[src/rtl/dmem_arbiter_pkg.sv]
// Shared types and constants for the two-port word-to-byte data memory arbiter.
package dmem_arbiter_pkg;

  typedef enum logic [1:0] {
    IDLE = 2'd0,
    XFER = 2'd1,
    ACK  = 2'd2
  } state_e;

  localparam int unsigned BYTES_PER_WORD = 4;
  localparam int unsigned NUM_PORTS      = 2;

  typedef logic port_id_t;

  // Big-endian lane select: byte k of a word is bits [31-8k : 24-8k].
  function automatic logic [7:0] word_byte(input logic [31:0] w, input logic [1:0] k);
    logic [7:0] b;
    case (k)
      2'd0:    b = w[31:24];
      2'd1:    b = w[23:16];
      2'd2:    b = w[15:8];
      default: b = w[7:0];
    endcase
    return b;
  endfunction

endpackage

[src/rtl/dmem_arbiter_if.sv]
// Requester ports, status outputs and byte-wide memory bus of the arbiter.
interface dmem_arbiter_if
  import dmem_arbiter_pkg::*;
#(
  parameter int unsigned ADDR_W = 5
);
  logic              p0_req,   p1_req;
  logic              p0_we,    p1_we;
  logic [ADDR_W-1:0] p0_addr,  p1_addr;
  logic [31:0]       p0_wdata, p1_wdata;
  logic              p0_ack,   p1_ack;
  logic [31:0]       rdata;
  logic              busy;
  port_id_t          gnt_id;
  logic [ADDR_W-1:0] mem_addr;
  logic              mem_we;
  logic [7:0]        mem_wdata;
  logic [7:0]        mem_rdata;

  modport slave (
    input  p0_req, p1_req, p0_we, p1_we, p0_addr, p1_addr, p0_wdata, p1_wdata,
    input  mem_rdata,
    output p0_ack, p1_ack, rdata, busy, gnt_id, mem_addr, mem_we, mem_wdata
  );

  modport master (
    output p0_req, p1_req, p0_we, p1_we, p0_addr, p1_addr, p0_wdata, p1_wdata,
    output mem_rdata,
    input  p0_ack, p1_ack, rdata, busy, gnt_id, mem_addr, mem_we, mem_wdata
  );

endinterface

[src/rtl/dmem_rr_pick.sv]
// Combinational two-port round-robin winner selection.
module dmem_rr_pick
  import dmem_arbiter_pkg::*;
(
  input  logic [NUM_PORTS-1:0] req_i,
  input  port_id_t             last_i,
  output port_id_t             win_o
);

  always_comb begin
    win_o = '0;
    if (req_i == 2'b11) begin
      win_o = ~last_i;
    end else if (req_i[1]) begin
      win_o = 1'b1;
    end
  end

endmodule

[src/rtl/dmem_arbiter.sv]
// Two-port arbiter serialising 32-bit word accesses into four big-endian byte
// accesses on a shared byte-wide memory, with round-robin port selection.
module dmem_arbiter
  import dmem_arbiter_pkg::*;
#(
  parameter int unsigned ADDR_W     = 5,
  parameter int unsigned RESET_LAST = 1
)(
  input  logic           clk,
  input  logic           rst_n,
  dmem_arbiter_if.slave  bus
);

  state_e            state_q;
  logic [1:0]        cnt_q;
  logic [1:0]        cnt_d;
  port_id_t          last_q;
  port_id_t          gnt_q;
  logic              we_q;
  logic [ADDR_W-1:0] addr_q;
  logic [31:0]       wdata_q;
  logic              ack0_q, ack1_q;
  logic [31:0]       rdata_q;
  logic [ADDR_W-1:0] mem_addr_q;
  logic              mem_we_q;
  logic [7:0]        mem_wdata_q;

  port_id_t          win;
  logic              sel_we;
  logic [ADDR_W-1:0] sel_addr;
  logic [31:0]       sel_wdata;

  dmem_rr_pick u_pick (
    .req_i  ({bus.p1_req, bus.p0_req}),
    .last_i (last_q),
    .win_o  (win)
  );

  always_comb begin
    sel_we    = bus.p0_we;
    sel_addr  = bus.p0_addr;
    sel_wdata = bus.p0_wdata;
    if (win) begin
      sel_we    = bus.p1_we;
      sel_addr  = bus.p1_addr;
      sel_wdata = bus.p1_wdata;
    end
  end

  assign cnt_d = cnt_q + 2'd1;

  // Memory-side outputs are registered one byte ahead: the accept edge loads
  // byte 0, and each XFER edge loads the byte for the following count.
  always_ff @(posedge clk or negedge rst_n) begin
    if (!rst_n) begin
      state_q     <= IDLE;
      cnt_q       <= '0;
      last_q      <= port_id_t'(RESET_LAST != 0);
      gnt_q       <= '0;
      we_q        <= 1'b0;
      addr_q      <= '0;
      wdata_q     <= '0;
      ack0_q      <= 1'b0;
      ack1_q      <= 1'b0;
      rdata_q     <= '0;
      mem_addr_q  <= '0;
      mem_we_q    <= 1'b0;
      mem_wdata_q <= '0;
    end else begin
      ack0_q <= 1'b0;
      ack1_q <= 1'b0;
      case (state_q)
        IDLE: begin
          if (bus.p0_req || bus.p1_req) begin
            state_q     <= XFER;
            gnt_q       <= win;
            last_q      <= win;
            we_q        <= sel_we;
            addr_q      <= sel_addr;
            wdata_q     <= sel_wdata;
            cnt_q       <= '0;
            mem_addr_q  <= sel_addr;
            mem_we_q    <= sel_we;
            mem_wdata_q <= word_byte(sel_wdata, 2'd0);
          end
        end
        XFER: begin
          if (!we_q) begin
            case (cnt_q)
              2'd0:    rdata_q[31:24] <= bus.mem_rdata;
              2'd1:    rdata_q[23:16] <= bus.mem_rdata;
              2'd2:    rdata_q[15:8]  <= bus.mem_rdata;
              default: rdata_q[7:0]   <= bus.mem_rdata;
            endcase
          end
          cnt_q       <= cnt_d;
          mem_addr_q  <= addr_q + ADDR_W'(cnt_d);
          mem_wdata_q <= word_byte(wdata_q, cnt_d);
          if (cnt_q == 2'(BYTES_PER_WORD - 1)) begin
            state_q  <= ACK;
            mem_we_q <= 1'b0;
            ack0_q   <= (gnt_q == 1'b0);
            ack1_q   <= (gnt_q == 1'b1);
          end
        end
        ACK:     state_q <= IDLE;
        default: state_q <= IDLE;
      endcase
    end
  end

  assign bus.p0_ack    = ack0_q;
  assign bus.p1_ack    = ack1_q;
  assign bus.rdata     = rdata_q;
  assign bus.busy      = (state_q != IDLE);
  assign bus.gnt_id    = gnt_q;
  assign bus.mem_addr  = mem_addr_q;
  assign bus.mem_we    = mem_we_q;
  assign bus.mem_wdata = mem_wdata_q;

endmodule

[src/flat_wrapper.sv]
// flat-port wrapper written by rule: the top's interface ports become plain ports
module dmem_arbiter_flat import dmem_arbiter_pkg::*;
#(
  parameter int unsigned ADDR_W     = 5,
  parameter int unsigned RESET_LAST = 1
)
  (clk, rst_n, bus_p0_req, bus_p1_req, bus_p0_we, bus_p1_we, bus_p0_addr, bus_p1_addr, bus_p0_wdata, bus_p1_wdata, bus_mem_rdata, bus_p0_ack, bus_p1_ack, bus_rdata, bus_busy, bus_gnt_id, bus_mem_addr, bus_mem_we, bus_mem_wdata);
  dmem_arbiter_if #(.ADDR_W(ADDR_W)) bus_i ();
  input  logic clk;
  input  logic rst_n;
  input wire logic [$bits(bus_i.p0_req)-1:0] bus_p0_req;
  input wire logic [$bits(bus_i.p1_req)-1:0] bus_p1_req;
  input wire logic [$bits(bus_i.p0_we)-1:0] bus_p0_we;
  input wire logic [$bits(bus_i.p1_we)-1:0] bus_p1_we;
  input wire logic [$bits(bus_i.p0_addr)-1:0] bus_p0_addr;
  input wire logic [$bits(bus_i.p1_addr)-1:0] bus_p1_addr;
  input wire logic [$bits(bus_i.p0_wdata)-1:0] bus_p0_wdata;
  input wire logic [$bits(bus_i.p1_wdata)-1:0] bus_p1_wdata;
  input wire logic [$bits(bus_i.mem_rdata)-1:0] bus_mem_rdata;
  output wire logic [$bits(bus_i.p0_ack)-1:0] bus_p0_ack;
  output wire logic [$bits(bus_i.p1_ack)-1:0] bus_p1_ack;
  output wire logic [$bits(bus_i.rdata)-1:0] bus_rdata;
  output wire logic [$bits(bus_i.busy)-1:0] bus_busy;
  output wire logic [$bits(bus_i.gnt_id)-1:0] bus_gnt_id;
  output wire logic [$bits(bus_i.mem_addr)-1:0] bus_mem_addr;
  output wire logic [$bits(bus_i.mem_we)-1:0] bus_mem_we;
  output wire logic [$bits(bus_i.mem_wdata)-1:0] bus_mem_wdata;
  assign bus_i.p0_req = bus_p0_req;
  assign bus_i.p1_req = bus_p1_req;
  assign bus_i.p0_we = bus_p0_we;
  assign bus_i.p1_we = bus_p1_we;
  assign bus_i.p0_addr = bus_p0_addr;
  assign bus_i.p1_addr = bus_p1_addr;
  assign bus_i.p0_wdata = bus_p0_wdata;
  assign bus_i.p1_wdata = bus_p1_wdata;
  assign bus_i.mem_rdata = bus_mem_rdata;
  assign bus_p0_ack = bus_i.p0_ack;
  assign bus_p1_ack = bus_i.p1_ack;
  assign bus_rdata = bus_i.rdata;
  assign bus_busy = bus_i.busy;
  assign bus_gnt_id = bus_i.gnt_id;
  assign bus_mem_addr = bus_i.mem_addr;
  assign bus_mem_we = bus_i.mem_we;
  assign bus_mem_wdata = bus_i.mem_wdata;
  dmem_arbiter #(.ADDR_W(ADDR_W), .RESET_LAST(RESET_LAST)) u_core (.clk(clk), .rst_n(rst_n), .bus(bus_i));
endmodule
[config.mk]
export PLATFORM = sky130hd
export DESIGN_NAME = dmem_arbiter_flat
export DESIGN_NICKNAME = d
export VERILOG_FILES = /design/src/rtl/dmem_arbiter_pkg.sv /design/src/rtl/dmem_arbiter_if.sv /design/src/rtl/dmem_rr_pick.sv /design/src/rtl/dmem_arbiter.sv /design/src/flat_wrapper.sv
export SDC_FILE = /design/constraint.sdc
export NUM_CORES = 1
export LEC_CHECK = 0
export CAP_MARGIN = 20
export CORE_AREA = 3 3 95 120
export CTS_BUF_LIST = sky130_fd_sc_hd__clkbuf_4
export DETAILED_ROUTE_END_ITERATION = 12
export DIE_AREA = 0 0 98 123
export GPL_TIMING_DRIVEN = 0
export PLACE_DENSITY = 0.76
export REMOVE_ABC_BUFFERS = 1
export SKIP_LAST_GASP = 1
export SYNTH_ARGS = -nofsm -noshare
export SYNTH_HDL_FRONTEND = slang
export SYNTH_HIERARCHICAL = 1
export SYNTH_SLANG_ARGS = --single-unit
[constraint.sdc]
create_clock -name clk -period 1.7 [get_ports clk]
set_input_delay 0.17 -clock clk [delete_from_list [all_inputs] [get_ports clk]]
set_output_delay 0.17 -clock clk [all_outputs]
set_load 0.05 [all_outputs]
==> results_dict.tcl <==
set metrics [dict create \
    grt_overflow_total 0 \
    clockBufferDepth 2 \
    fin_ws_ns -0.01948 \
    drc_errors 0 \
    grt_pass1_vias 3718 \
    setup.worst_path.start "u_core/cnt_q[1]" \
    grt_max_degree 53 \
    grt.met1_usage_pct 22.10 \
    dieArea_um2 12050 \
    rows 42 \
    period_needed_ns 1.719 \
    fill_cells 858 \
    crit_fanout 4 \
    drv_slew 0 \
    clock_latency_ns 0.45 \
    skew_ns 0.01644 \
    antenna_found_initial 0 \
    synth-edff-count 0 \
    synth-seq-cells 92 \
    r2r_end "u_core/bus.mem_addr[4]" \
    ys_async_sr_fraction_pct 100.0 \
    wirelength_um 12150 \
    cts_buffers 9 \
    gp_congestion 0.7722 \
    port_buffers 137 \
    synth_area_um2 4305 \
    io_pins 138 \
    start_util_pct 41.17 \
    ys_top_cells_by_area "dfrtp_1 53%, mux2_2 9.2%, mux2i_1 8.6%" \
    use_met3_pct 4.966 \
    status "finished with violations" \
    cap_violations 0 \
    power_density_nw_per_um2 2064 \
    power_leakage_nw 2.924 \
    synth_top_area_share_pct 52.89 \
    max_freq_mhz 581.6 \
    synth_most_common_cell "dfrtp_1" \
    yosys.area_share.simple_pct 5.028 \
    period_share_pct 101.1 \
    rsz0062_at_grt "yes" \
    antennaDiodeCount 0 \
    worstMarginPinSlew_ns 0.8675 \
    drtIter0Drc 202 \
    r2r_start "u_core/cnt_q[1]" \
    synth_compound_area_share_pct 16.19 \
    setup_tns_ns -0.03757 \
    peakVddDrop_uv 818.0 \
    firstDrtPassIters 6 \
    viasPerCell 5.430 \
    grt_pass1_wl_um 18660 \
    busiest_layer "met2" \
    wl_per_cell_um 18.61 \
    end_kind "flip-flop" \
    rr_worst_depth 6 \
    required_ns 2.04 \
    place_ws_ns -0.8150 \
    fin_area_um2 6446 \
    dp_hpwl_um 8085 \
    nNetsFinal 613 \
    area_growth_pct 49.72 \
    syn_avg_cell_area_um2 12.20 \
    num_vias 3546 \
    synth_top_family_by_area "multiplexers" \
    critPathKind "flip-flop to flip-flop" \
    failed_checks "setup timing" \
    netlist_instances 353 \
    relSlewSlack_pct 42.11 \
    yosys_warnings 6 \
    cts_tree "done" \
    placed_cell_area_um2 5809 \
    yosysSeqAreaShare_pct 53.50 \
    yosysUniqueCellTypes 40 \
    critPathLaunchType "flip-flop" \
    synthTopCellsByCount "91 x dfrtp_1, 49 x o21ai_0, 37 x mux2i_1, 35 x mux2_2" \
    path_clk_slew_ns 0.14 \
    synthMuxAreaShare_pct 17.76 \
    r2r_slack_ns -0.02 \
    final-setup-viol-count 2 \
    use_met2_pct 35.95 \
    synthAdderAreaFrac_pct 2.790 \
    synth_ff_type "dfrtp_1" \
    core_area_um2 10460 \
    ctsHtreeMaxLevel 3 \
    die_width_um 98 \
    die_h_um 123 \
    arrival_ns 2.06 \
    antenna_left 0 \
    cts_sinks 92 \
    yosysTopAreaCell "dfrtp_1" \
    hold_viol 0 \
    cts_root_buf "clkbuf_4" \
    worst_hold_path_type "input pin to asynchronous set/reset pin" \
    drive_gt1_share_pct 24.18 \
    grt_util_all_layers_pct 19.65 \
    synthXorXnorAreaFrac_pct 0.4069 \
]
-- critical path, cell delays in order (launching register included) --
cell	delay [ns]
dfrtp_1	0.43
inv_2	0.12
ha_4	0.23
fa_2	0.36
nand3_1	0.11
xnor2_1	0.07
a221o_1	0.30
-- worst max-delay path by stage --
stage	end	slack (ns)	cells past startpoint
2_1_floorplan	u_core/bus.mem_addr[3]	-1.09	3
3_3_place_gp	u_core/wdata_q[4]	-2.72	1
3_5_place_dp	bus_busy	-0.82	3
4_1_cts	bus_busy	-0.15	3
5_1_grt	bus_busy	-0.10	3
6_report	u_core/bus.mem_addr[4]	-0.02	6
-- cells by family (layout without fill, tap and decap cells) --
| logic type | Yosys count | after routing |
|---|---|---|
| mux | 72 | 72 |
| fa+ha+maj | 9 | 9 |
| xor+xnor | 2 | 2 |
| buf+inv | 39 | 207 |
| flops | 92 | 92 |
| compound gates | 108 | 108 |
| simple gates | 31 | 31 |
-- routing by layer --
| layer | share of wire, % | vias to the layer above |
|---|---|---|
| li1 | - | 1629 |
| met1 | 39 | 1758 |
| met2 | 53 | 142 |
| met3 | 6.1 | 17 |
| met4 | 1.5 | 0 |
| met5 | 0 | - |
-- registers in the layout, indices dropped and copies added, names as in the netlist --
| register | count |
|---|---|
| u_core/addr_q | 5 |
| u_core/bus.rdata | 32 |
| u_core/bus.p0_ack | 1 |
| u_core/bus.gnt_id | 1 |
| u_core/cnt_q | 2 |
| u_core/bus.p1_ack | 1 |
| u_core/bus.mem_addr | 5 |
| u_core/we_q | 1 |
| u_core/last_q | 1 |
| u_core/bus.mem_we | 1 |
| u_core/state_q | 2 |
| u_core/wdata_q | 32 |
| u_core/bus.mem_wdata | 8 |
-- power breakdown --
group	leakage, nW	internal (W)	total [W]	switching (W)
clock	0.0967	0.000754	0.00150	0.000749
combinational	1.71	0.00313	0.00781	0.00468
sequential	1.11	0.00330	0.00399	0.000697
-- per-stage QoR --
step                hold slack (ns)  power (W)  cells  util, %
floorplan                   -0.1256   0.008605    327        -
global placement             0.4592    0.01078    596    54.55
detailed placement           0.1972    0.01115    601    55.55
CTS                          0.2470    0.01292    645    59.82
global route                 0.2472    0.01405    653    61.64
finish                       0.2512    0.01331    653    61.64
-- final cells by class --
| cell class | count | area, um^2 | area share [%] |
|---|---|---|---|
| timing repair inverter | 2 | 15.01 | 0.2329 |
| clock inverter | 7 | 123.9 | 1.922 |
| clock buffer | 9 | 67.56 | 1.048 |
| tap | 132 | 165.2 | 2.562 |
| sequential | 92 | 2306 | 35.77 |
| inverter | 13 | 55.05 | 0.8540 |
| multi-input combinational | 222 | 1969 | 30.55 |
| timing repair buffer | 176 | 1744 | 27.06 |
-- cell usage in the layout, fill, tap and decap left out, types with 4 or more instances in the layout --
| cell type | synthesis | layout |
|---|---|---|
| a22oi_1 | 8 | 8 |
| a221oi_1 | 8 | 7 |
| nor3_1 | 13 | 13 |
| a21oi_2 | 0 | 5 |
| dfrtp_1 | 91 | 89 |
| dlygate4sd2_1 | 0 | 49 |
| ha_4 | 0 | 4 |
| clkinvlp_4 | 0 | 4 |
| a221o_1 | 4 | 4 |
| mux2_2 | 35 | 27 |
| a21o_1 | 13 | 13 |
| buf_4 | 4 | 26 |
| buf_12 | 0 | 5 |
| a211o_1 | 8 | 8 |
| clkbuf_4 | 0 | 9 |
| mux2i_1 | 37 | 37 |
| clkdlybuf4s50_1 | 0 | 86 |
| inv_1 | 13 | 10 |
| o21ai_0 | 49 | 48 |
| a21oi_1 | 12 | 6 |
| mux2_4 | 0 | 8 |
-- timing repair --
| item | CTS | global route |
|---|---|---|
| cloned | 2 | 1 |
| gates resized for setup | 70 | 29 |
| setup buffers | 25 | 7 |
| hold buffers | 1 | 0 |
| setup endpoints to repair | 135 | 35 |
| endpoints found under the hold margin | 39 | 0 |
| pin swaps | 7 | 2 |
Note: power is estimated with default switching activity, not from simulation.
